[src/rtl/urate_feed.sv]
// urate_feed
//
// Rate-matching input buffer for the up-rate stage. Bursty valid/ready
// samples from a low-rate producer are stored in a small FIFO, and exactly
// one sample is presented per RATE clocks. A phase counter runs in lock-step
// with the downstream capture counter because both leave reset on the same
// edge, so each stored sample is captured exactly once.
//
// Ports
//   clk       system clock, shared with the up-rate stage
//   rst       synchronous active-high reset, shared with the up-rate stage
//   in_valid  producer sample valid
//   in_data   producer sample (signed, DWIDTH bits)
//   in_ready  FIFO can accept a sample this cycle
//   out       head-of-FIFO sample, zero when empty (drives up-rate stage `in`)
//   take      high in the cycle the downstream stage captures `out`
//   level     current FIFO occupancy, 0..DEPTH
//   urun      sticky underrun flag, cleared only by rst

module urate_feed #(
    parameter int DWIDTH = 16,
    parameter int F_H    = 60,
    parameter int F_L    = 3,
    parameter int DEPTH  = 8
) (
    input  logic                       clk,
    input  logic                       rst,
    input  logic                       in_valid,
    input  logic signed [DWIDTH-1:0]   in_data,
    output logic                       in_ready,
    output logic signed [DWIDTH-1:0]   out,
    output logic                       take,
    output logic [$clog2(DEPTH):0]     level,
    output logic                       urun
);

    localparam int RATE = F_H / F_L;
    localparam int CW   = (RATE > 1) ? $clog2(RATE) : 1;
    localparam int AW   = $clog2(DEPTH);
    localparam int LW   = AW + 1;

    localparam logic [CW-1:0] CNT_LAST = CW'(RATE - 1);
    localparam logic [LW-1:0] LVL_FULL = LW'(DEPTH);

    // A counter narrower than two states or a non-power-of-two FIFO would
    // break the phase lock or the natural pointer wrap.
    if (RATE < 2) begin : g_bad_rate
        $error("urate_feed: F_H/F_L must be at least 2");
    end
    if ((DEPTH < 2) || ((1 << AW) != DEPTH)) begin : g_bad_depth
        $error("urate_feed: DEPTH must be a power of two and at least 2");
    end

    logic [CW-1:0]     cnt_q,   cnt_d;
    logic [AW-1:0]     wptr_q,  wptr_d;
    logic [AW-1:0]     rptr_q,  rptr_d;
    logic [LW-1:0]     level_q, level_d;
    logic              urun_q,  urun_d;
    logic [DWIDTH-1:0] mem_q [DEPTH];

    logic takeNow;
    logic isFull;
    logic isEmpty;
    logic pushEn;
    logic popEn;

    // Next-state logic. Full/empty come from the registered level so that
    // in_ready has no combinational dependence on in_valid, and a slot freed
    // by a pop at full only becomes visible on the following cycle.
    always_comb begin
        takeNow = (cnt_q == CNT_LAST);
        isFull  = (level_q == LVL_FULL);
        isEmpty = (level_q == '0);
        pushEn  = in_valid && !isFull;
        popEn   = takeNow && !isEmpty;

        cnt_d   = takeNow ? '0 : cnt_q + CW'(1);
        wptr_d  = pushEn ? wptr_q + AW'(1) : wptr_q;
        rptr_d  = popEn  ? rptr_q + AW'(1) : rptr_q;

        level_d = level_q;
        case ({pushEn, popEn})
            2'b10:   level_d = level_q + LW'(1);
            2'b01:   level_d = level_q - LW'(1);
            default: level_d = level_q;
        endcase

        // A capture with nothing stored means the downstream stage saw a
        // stuffed zero instead of a real sample; remember it until reset.
        urun_d  = urun_q | (takeNow & isEmpty);
    end

    // Control state: counter, pointers, occupancy and the sticky flag all
    // return to zero together so no partial FIFO state survives a reset.
    always_ff @(posedge clk) begin
        if (rst) begin
            cnt_q   <= '0;
            wptr_q  <= '0;
            rptr_q  <= '0;
            level_q <= '0;
            urun_q  <= 1'b0;
        end else begin
            cnt_q   <= cnt_d;
            wptr_q  <= wptr_d;
            rptr_q  <= rptr_d;
            level_q <= level_d;
            urun_q  <= urun_d;
        end
    end

    // Sample storage needs no reset: stale entries are unreachable once
    // level is zero, because out is forced to zero when empty.
    always_ff @(posedge clk) begin
        if (!rst && pushEn) begin
            mem_q[wptr_q] <= in_data;
        end
    end

    // Outputs are decoded purely from registers, so out never depends on
    // in_data within the same cycle.
    always_comb begin
        in_ready = !isFull;
        take     = takeNow;
        level    = level_q;
        urun     = urun_q;
        out      = isEmpty ? '0 : $signed(mem_q[rptr_q]);
    end

endmodule

[config.mk]
export PLATFORM = sky130hd
export DESIGN_NAME = urate_feed
export DESIGN_NICKNAME = d
export VERILOG_FILES = /design/src/rtl/urate_feed.sv
export SDC_FILE = /design/constraint.sdc
export NUM_CORES = 1
export LEC_CHECK = 0
export ABC_CLOCK_PERIOD_IN_PS = 3800
export CAP_MARGIN = 10
export CELL_PAD_IN_SITES_DETAIL_PLACEMENT = 1
export CELL_PAD_IN_SITES_GLOBAL_PLACEMENT = 1
export CORE_MARGIN = 1.5
export CORE_UTILIZATION = 50
export DETAILED_ROUTE_END_ITERATION = 12
export PLACE_DENSITY = 0.85
export SYNTH_ARGS = -nofsm -noshare
export SYNTH_HDL_FRONTEND = slang
export SYNTH_SLANG_ARGS = --single-unit
[constraint.sdc]
create_clock -name clk -period 3.8 [get_ports clk]
set_clock_uncertainty 0.2 [all_clocks]
set_input_delay 0.38 -clock clk [delete_from_list [all_inputs] [get_ports clk]]
set_output_delay 0.38 -clock clk [all_outputs]
set_load 0.1 [all_outputs]
==> results of run 1 <==
worst max-delay path: stages (launching register included):
cell	delay, ns
dfxtp_1	0.41
or4b_1	0.72
clkdlybuf4s50_1	1.04
power by group through the flow:
stage               Sequential [W]  Combinational [W]  Clock [W]
floorplan                  0.00184           0.000197          0
global placement           0.00183           0.000301          0
detailed placement         0.00183           0.000311          0
CTS                        0.00180           0.000314    0.00172
global route               0.00180           0.000325    0.00179
finish                     0.00180           0.000312    0.00170
kinds of logic (layout without fill, tap and decap cells):
family / Yosys count / after routing / synth area share, %
flip-flops: 147 / 147 / 72.82
AO/OA/AOI/OAI: 10 / 10 / 1.079
multiplexers: 52 / 52 / 15.90
buffers and inverters: 16 / 87 / 1.553
AND/OR/NAND/NOR: 62 / 62 / 5.867
adder cells (fa/ha/maj): 6 / 6 / 1.294
XOR/XNOR: 9 / 9 / 1.488
final timing paths:
check                     endpoint  slack (ns)  cells past startpoint
min            cnt_q[0]$_SDFF_PP0_        0.26                      1
min reg2reg    cnt_q[0]$_SDFF_PP0_        0.26                      1
max reg2reg  level[2]$_SDFFE_PP0P_        0.81                      9
max                       in_ready        0.64                      2
cells in the mapped netlist (2+ instances only):
library cell / instances / area (µm²)
dfxtp_1: 19 / 380.4
xnor2_1: 3 / 26.28
edfxtp_1: 128 / 3844
buf_6: 2 / 22.52
a21oi_1: 3 / 15.01
clkbuf_1: 2 / 7.510
nand2_1: 4 / 15.01
nor2_1: 34 / 127.6
mux2i_1: 19 / 190.2
nand3b_1: 2 / 15.01
buf_4: 3 / 22.52
mux4_2: 32 / 720.7
ha_1: 6 / 75.07
o21ai_0: 3 / 15.01
nor3_1: 5 / 25.02
buf_2: 3 / 15.01
nand3_1: 3 / 15.01
xor2_1: 5 / 43.79
nor3b_1: 2 / 15.01
buf_1: 5 / 18.77
metal layers:
metal | vias to the layer above | routed length [µm] | share of wire [%] | global-route usage [%]
met2 | 76 | 6572 | 53 | 37.00
li1 | 1313 | - | - | -
met3 | 20 | 389 | 3.2 | 4.647
met1 | 1583 | 5140 | 42 | 28.02
met5 | - | 0 | 0 | 0
met4 | 0 | 218 | 1.8 | 8.889
stage by stage:
| stage | instance area [µm²] | setup slack (ns) | utilization, % |
|---|---|---|---|
| after detailed placement | 6417 | 0.8848 | 56.44 |
| final | 7022 | 0.6390 | 61.76 |
| after global routing | 7022 | 0.5796 | 61.76 |
| after floorplan | 5813 | 0.3220 | - |
| after global placement | 6417 | 1.021 | 56.44 |
| after CTS | 7022 | 0.6215 | 61.76 |
layout make-up:
cell class | instances | area [µm²] | area share [%]
sequential | 147 | 4225 | 60.17
clock buffer | 17 | 425.4 | 6.058
tap | 143 | 178.9 | 2.548
timing repair buffer | 54 | 478.0 | 6.807
inverter | 1 | 3.754 | 0.05346
clock inverter | 15 | 178.9 | 2.548
multi-input combinational | 139 | 1531 | 21.81
flip-flops by register name, indices dropped and copies added, names as in the netlist, named ones only:
name,cells
mem_q,128
cnt_q,5
level,4
rptr_q,3
wptr_q,3
urun,1
==> metrics.txt, run 1 <==
Cell variety after synth 39; post-route ant nets 0; Critical Path Fanout Max 9; CTS tree yes; Finished Layout Cells 516; combinational share of power 8.2%; Hold WC Path Type flop to flop; sw frac 23.98%; Fin. Hold Viols 0; hpwl dp 7.068 mm; Slew Viols, Final 0; TritonRoute pass-1 iters 4; commonest non-fill, non-tap cell in the layout edfxtp_1; Clock power frac 44.6%; commonest cells after routing, fill and taps aside edfxtp_1, nor2_1, mux4_2; drt initial violations 242; Layout Nets 385; Antenna Cells 0; vias per inst 5.798; worst hold start cnt_q[0]$_SDFF_PP0_; H-tree levels 4; GPL Wtd Cong 0.7567; Main synth FF type edfxtp_1; gr ovfl total 0; clock root buffer clkbuf_16; Final min period 3.161 ns; Ys Warns 0; PD cells 543.2 mW/mm²; CTS Buffer Depth 2; die width 110.7 µm; relative slew slack 34.67%; CTS clock-pin slew for the worst setup and hold paths 0.06 ns; critical path launch point level[1]$_SDFFE_PP0P_; register bit total from synthesis 147; wire per inst 23.88 µm; cts repair resizes 0; LEAKAGE 2.286 nW; Area Overhead vs Synth 21.05%; Initial Util 51.02%; share of synthesized area occupied by flip-flops and latches 72.82%; largest net degree at the start of global routing 33; Setup TNS 0 ns; clk_lat worst skew 0.41 ns; Syn Area/Cell 19.21 µm²; core area 0.01137 mm²; Synth Instances 302; status complete, no violations; fraction of registers with async set/reset 0%; Reg2Reg Launch Point level[1]$_SDFFE_PP0P_; GRT Overall Usage 21.95%; kind of end point of the critical path output port; unrepaired setup endpoints after global routing no; Max Clk Rate 316.4 MHz; postcts setup bufs 0; Setup Crit Path Kind flop to output port; # placed instances 484; final routed DRC violation total 0; mapped cell area 0.005801 mm²; Fillers 981; row count 39; share of layout cells above drive strength 1 28.42%; I/O Pins 42; critical path arrival 2.58 ns; first-pass GRT wire length 19.55 mm; Worst EP required 3.22 ns; total chip power 0.003814 W; final WL 12.32 mm; syn nets 327; crit share post-route 83.19%; # setup viols final 0; initial antenna violation count 0; hold_buf cts 0; area of the die 0.01226 mm²; CTS sink cnt 147; cts bufs inserted 17; WHS 0.2636 ns; vias in the first global route 3361; max-cap viol count 0; Die Height 110.7 µm; Critical Path Start Type flop; sequential share of power 47.2%; number of synthesized flops with an enable pin 128; Max IR drop VDD 302.5 µV; Worst Max-Slew Pin Slew 0.9769 ns; via count 2992; port buffer count 41; Sw Pwr 0.0009147 W; Int Power 0.002899 W
(Power assumes the default switching activity.)
==> inputs of run 2 (changes only) <==
==> config.mk (replaced) <==
export PLATFORM = sky130hd
export DESIGN_NAME = urate_feed
export DESIGN_NICKNAME = d
export VERILOG_FILES = /design/src/rtl/urate_feed.sv
export SDC_FILE = /design/constraint.sdc
export NUM_CORES = 1
export LEC_CHECK = 0
export ABC_CLOCK_PERIOD_IN_PS = 2800
export CAP_MARGIN = 10
export CELL_PAD_IN_SITES_DETAIL_PLACEMENT = 1
export CELL_PAD_IN_SITES_GLOBAL_PLACEMENT = 1
export CORE_MARGIN = 1.5
export CORE_UTILIZATION = 45
export DETAILED_ROUTE_END_ITERATION = 12
export PLACE_DENSITY = 0.81
export SYNTH_ARGS = -nofsm -noshare
export SYNTH_HDL_FRONTEND = slang
export SYNTH_SLANG_ARGS = --single-unit
==> constraint.sdc (replaced) <==
create_clock -name clk -period 2.8 [get_ports clk]
set_clock_uncertainty 0.2 [all_clocks]
set_input_delay 0.28 -clock clk [delete_from_list [all_inputs] [get_ports clk]]
set_output_delay 0.28 -clock clk [all_outputs]
set_load 0.1 [all_outputs]
==> metrics.txt, run 2 (synthesis gave the netlist of run 1 again) <==
status complete, no violations; Worst EP required 2.93 ns (-0.29 ns); crit-path leading delay family simple AND/OR/NAND/NOR gates; Antenna Cells 0 (unchanged); cts repair resizes 0 (unchanged); clock root buffer clkbuf_16; # placed instances 514 (+6.2%); Setup Crit Path Kind flop to flop; clk_lat worst skew 0.41 ns (about the same); first-pass GRT wire length 18.40 mm (-5.9%); die width 116.5 µm (+5.3%); Max Clk Rate 383.4 MHz; Layout Nets 386 (+0.26%); post-route ant nets 0 (unchanged); crit share post-route 93.16%; Final min period 2.608 ns; TritonRoute pass-1 iters 4 (unchanged); Finished Layout Cells 546 (+5.8%); vias in the first global route 3228 (-4.0%); max-cap viol count 0 (unchanged); worst hold start cnt_q[0]$_SDFF_PP0_; hpwl dp 7.072 mm (about the same); Area Overhead vs Synth 26.06%; GPL Wtd Cong 0.7246 (-4.2%); Die Height 116.5 µm (+5.3%); CTS tree yes; Reg2Reg Launch Point level[0]$_SDFFE_PP0P_; critical path arrival 2.74 ns (+0.16 ns); drt initial violations 240 (-0.83%); core area 0.01262 mm² (+11%); Critical Path Start Type flop; Slew Viols, Final 0 (unchanged); CP bufs+invs 0 (-1); Most flops, register mem_q; commonest cells after routing, fill and taps aside edfxtp_1, mux4_2, nor2_1; Worst Max-Slew Pin Slew 0.4881 ns (-0.4888 ns); # setup viols final 0 (unchanged); GRT Overall Usage 19.41% (-2.5 points); row count 41 (+5.1%); Hold WC Path Type flop to flop; wire per inst 21.68 µm (-9.2%); port buffer count 41 (unchanged); CP peak stage delay 0.63 ns (-0.41 ns); relative slew slack 67.46% (+33 points); Cell Chain, Critical Path or4b_4, nand2_8, ha_4, xor2_1, ha_1, a21oi_1, xor2_1, or3_1, a21oi_1; share of layout cells above drive strength 1 35.03% (+6.6 points); kind of end point of the critical path flop; Max IR drop VDD 427.4 µV (+41%); CTS sink cnt 147 (unchanged); PD cells 718.0 mW/mm² (+32%); unrepaired setup endpoints after global routing no; vias per inst 5.423 (-6.5%); I/O Pins 42 (unchanged); Critical Path Fanout Max 8 (-1); total chip power 0.005250 W (+38%); critical path launch point level[0]$_SDFFE_PP0P_; commonest non-fill, non-tap cell in the layout edfxtp_1; area of the die 0.01358 mm² (+11%); Initial Util 45.96% (-5.1 points); postcts setup bufs 0 (unchanged); Fillers 1151 (+17%); H-tree levels 4 (unchanged); initial antenna violation count 0 (unchanged); CTS clock-pin slew for the worst setup and hold paths 0.06 ns (about the same); LEAKAGE 2.362 nW (+3.3%); final WL 11.84 mm (-3.9%); max FFs per register 128 (unchanged); final core occ 57.94% (-3.8 points); Setup TNS 0 ns (unchanged); gr ovfl total 0 (unchanged); Fin. Hold Viols 0 (unchanged); WHS 0.2784 ns (+0.01481 ns); CTS Buffer Depth 2 (unchanged); cts bufs inserted 17 (unchanged); Slowest-stage cell, CP or4b_4; hold_buf cts 0 (unchanged); largest net degree at the start of global routing 33 (unchanged); via count 2961 (-1.0%); final routed DRC violation total 0 (unchanged)
[run 2: changes by cell type in the layout (fill, tap and decap cells not counted), sizes merged]
cell           change
buf                +7
inv                +6
clkinv             -4
clkinvlp           -1
bufinv             -1
clkdlybuf4s50      -6
[run 2: path summary, 6_finish.rpt]
check | end | slack (ns) | cells after the start
worst max-delay path | level[2]$_SDFFE_PP0P_ | 0.19 | 9
worst max register to register | level[2]$_SDFFE_PP0P_ | 0.19 | 9
worst min register to register | cnt_q[0]$_SDFF_PP0_ | 0.28 | 1
worst min-delay path | cnt_q[0]$_SDFF_PP0_ | 0.28 | 1
[run 2: report_power, final]
| group | switching, W | internal [W] |
|---|---|---|
| Sequential | 0.0000253 | 0.00242 |
| Combinational | 0.000332 | 0.000169 |
| Clock | 0.000953 | 0.00135 |
[run 2: per-stage QoR]
step / area (µm²) / worst slack [ns]
final: 7312 / 0.1916
after global routing: 7312 / 0.03174
after CTS: 7303 / 0.03889
after detailed placement: 6698 / 0.05828
after global placement: 6698 / 0.2328
after floorplan: 5908 / 0.01706
[run 2: final cells by class]
class	count	area [µm²]	share of cell area (%)
Sequential cell	147	4235	57.92
Multi-Input combinational cell	139	1582	21.63
Timing Repair Buffer	55	670.6	9.172
Clock buffer	17	425.4	5.818
Tap cell	172	215.2	2.943
Clock inverter	15	180.2	2.464
Inverter	1	3.754	0.05133
[run 2: metal layers]
layer	vias up	global-route usage [%]	routed length, µm
met1	1550	24.42	4993
li1	1322	-	-
met3	11	5.138	551
met4	0	6.185	82
met5	-	0	0
met2	78	33.18	6212
[run 2: worst reg2reg max path: stages, from the launching register on]
cell and delay, ns:
dfxtp_2 0.37, or4b_4 0.63, nand2_8 0.16, ha_4 0.18, xor2_1 0.15, ha_1 0.15, a21oi_1 0.05, xor2_1 0.15
or3_1 0.32, a21oi_1 0.18
==> inputs of run 3 (changes only) <==
==> config.mk (replaced) <==
export PLATFORM = sky130hd
export DESIGN_NAME = urate_feed
export DESIGN_NICKNAME = d
export VERILOG_FILES = /design/src/rtl/urate_feed.sv
export SDC_FILE = /design/constraint.sdc
export NUM_CORES = 1
export LEC_CHECK = 0
export ABC_CLOCK_PERIOD_IN_PS = 3300
export CAP_MARGIN = 10
export CELL_PAD_IN_SITES_DETAIL_PLACEMENT = 1
export CELL_PAD_IN_SITES_GLOBAL_PLACEMENT = 1
export CORE_UTILIZATION = 54
export DETAILED_ROUTE_END_ITERATION = 12
export PLACE_DENSITY = 0.91
export SYNTH_ARGS = -nofsm -noshare
export SYNTH_HDL_FRONTEND = slang
export SYNTH_SLANG_ARGS = --single-unit
==> constraint.sdc (replaced) <==
create_clock -name clk -period 3.3 [get_ports clk]
set_clock_uncertainty 0.2 [all_clocks]
set_input_delay 0.33 -clock clk [delete_from_list [all_inputs] [get_ports clk]]
set_output_delay 0.33 -clock clk [all_outputs]
set_load 0.1 [all_outputs]
==> metrics.txt, run 3 (synthesis gave the netlist of run 1 again) <==
cts repair resizes 0 (unchanged); CTS sink cnt 147 (unchanged); Fillers 850 (-26%); Die Height 105.6 µm (-9.3%); Area Overhead vs Synth 24.31%; Max IR drop VDD 326.8 µV (-24%); postcts setup bufs 0 (unchanged); Max Clk Rate 336.2 MHz (-12%); Final min period 2.975 ns (+0.3664 ns); share of layout cells above drive strength 1 32.71% (-2.3 points); Worst Max-Slew Pin Slew 0.9615 ns (+0.4734 ns); post-route ant nets 0 (unchanged); CTS tree yes; core area 0.01037 mm² (-18%); area of the die 0.01116 mm² (-18%); Most flops, register mem_q; die width 105.6 µm (-9.3%); Fin. Hold Viols 0 (unchanged); GRT Overall Usage 25.98% (+6.6 points); # setup viols final 0 (unchanged); status complete, no violations; hpwl dp 7.325 mm (+3.6%); unrepaired setup endpoints after global routing no; via count 2998 (+1.2%); hold_buf cts 0 (unchanged); final routed DRC violation total 0 (unchanged); critical path arrival 3.23 ns (+0.49 ns); commonest cells after routing, fill and taps aside edfxtp_1, mux4_2, nor2_1; Hold WC Path Type flop to flop; gr ovfl total 0 (unchanged); final core occ 69.53% (+12 points); CTS clock-pin slew for the worst setup and hold paths 0.06 ns (about the same); WHS 0.3054 ns (+0.02706 ns); max-cap viol count 0 (unchanged); Critical Path Fanout Max 7 (-1); vias in the first global route 3349 (+3.7%); PD cells 610.8 mW/mm² (-15%); Worst EP required 3.56 ns (+0.63 ns); Critical Path Start Type flop; row count 37 (-9.8%); drt initial violations 168 (-30%); Slowest-stage cell, CP dfxtp_1; port buffer count 41 (unchanged); CP peak stage delay 0.38 ns (-0.25 ns); wire per inst 25.28 µm (+17%); initial antenna violation count 1 (+1); max FFs per register 128 (unchanged); cts bufs inserted 17 (unchanged); kind of end point of the critical path flop; GPL Wtd Cong 0.7336 (+1.2%); crit-path leading delay family simple AND/OR/NAND/NOR gates; largest net degree at the start of global routing 33 (unchanged); clk_lat worst skew 0.53 ns (+0.12 ns); area taken by multi-input logic gates 0.001556 mm² (-1.6%); flip-flop and latch area 0.004225 mm² (-0.24%); TritonRoute pass-1 iters 4 (unchanged); commonest non-fill, non-tap cell in the layout edfxtp_1; vias per inst 5.878 (+8.4%); crit share post-route 90.14% (-3.0 points); Cell Chain, Critical Path ha_1, and4bb_2, nor2b_2, ha_1, xor2_1, ha_1, a21oi_1, xor2_1, or3_1, a21oi_1; I/O Pins 42 (unchanged); clock root buffer clkbuf_8; H-tree levels 4 (unchanged); relative slew slack 35.70% (-32 points); final WL 12.89 mm (+8.9%); LEAKAGE 2.340 nW (-0.94%); CTS Buffer Depth 2 (unchanged); CP bufs+invs 0 (unchanged); Setup Crit Path Kind flop to flop; Initial Util 55.94% (+10 points); Slew Viols, Final 0 (unchanged); most used cell, CP ha_1; first-pass GRT wire length 20.35 mm (+11%); Layout Nets 385 (-0.26%)
run 3: cell types whose count changed in the layout (fill, tap and decap cells not counted), sizes merged:
cell           previous run  this run
buf                      37        35
clkinv                    1         6
inv                      12         7
diode                     0         1
clkdlybuf4s50            18        19
run 3: power breakdown:
part | leakage (nW) | switching [W] | internal, W | total [W]
clock | 0.285 | 0.000804 | 0.00110 | 0.00190
combinational | 0.743 | 0.000284 | 0.000143 | 0.000427
sequential | 1.31 | 0.0000240 | 0.00205 | 0.00207
run 3: stage by stage:
stage               setup WS, ns  power [W]  area, µm²  setup TNS, ns  std cells
finish                    0.3253   0.004404       7211              0        510
global route              0.1910   0.004521       7211              0        510
CTS                       0.3253   0.004435       7208              0        509
detailed placement        0.3884   0.002537       6621              0        477
global placement          0.5338   0.002522       6621              0        477
floorplan                -0.1780   0.002359       5847         -8.545        302
run 3: path summary, 6_finish.rpt:
| kind | slack [ns] | start | depth (start not counted) | to |
|---|---|---|---|---|
| worst min-delay path | 0.31 | cnt_q[0]$_SDFF_PP0_ | 1 | cnt_q[0]$_SDFF_PP0_ |
| worst max-delay path | 0.33 | cnt_q[0]$_SDFF_PP0_ | 10 | level[2]$_SDFFE_PP0P_ |
| worst min register to register | 0.31 | cnt_q[0]$_SDFF_PP0_ | 1 | cnt_q[0]$_SDFF_PP0_ |
| worst max register to register | 0.33 | cnt_q[0]$_SDFF_PP0_ | 10 | level[2]$_SDFFE_PP0P_ |
run 3: layout make-up:
cell class,count,area share (%)
flip-flops and latches,147,58.60
multi-input cells,139,21.59
repair buffers,54,9.231
clock buffers,17,5.744
clock inverters,15,2.395
well taps,136,2.360
inverters,1,0.05206
diodes,1,0.03470
run 3: per-layer routing:
| layer | global-route usage [%] | part of all wire, % | vias to the layer above |
|---|---|---|---|
| met5 | 0 | 0 | - |
| met4 | 7.738 | 0.77 | 0 |
| met3 | 5.937 | 5.5 | 14 |
| met2 | 43.70 | 53 | 87 |
| met1 | 34.02 | 41 | 1572 |
| li1 | - | - | 1325 |
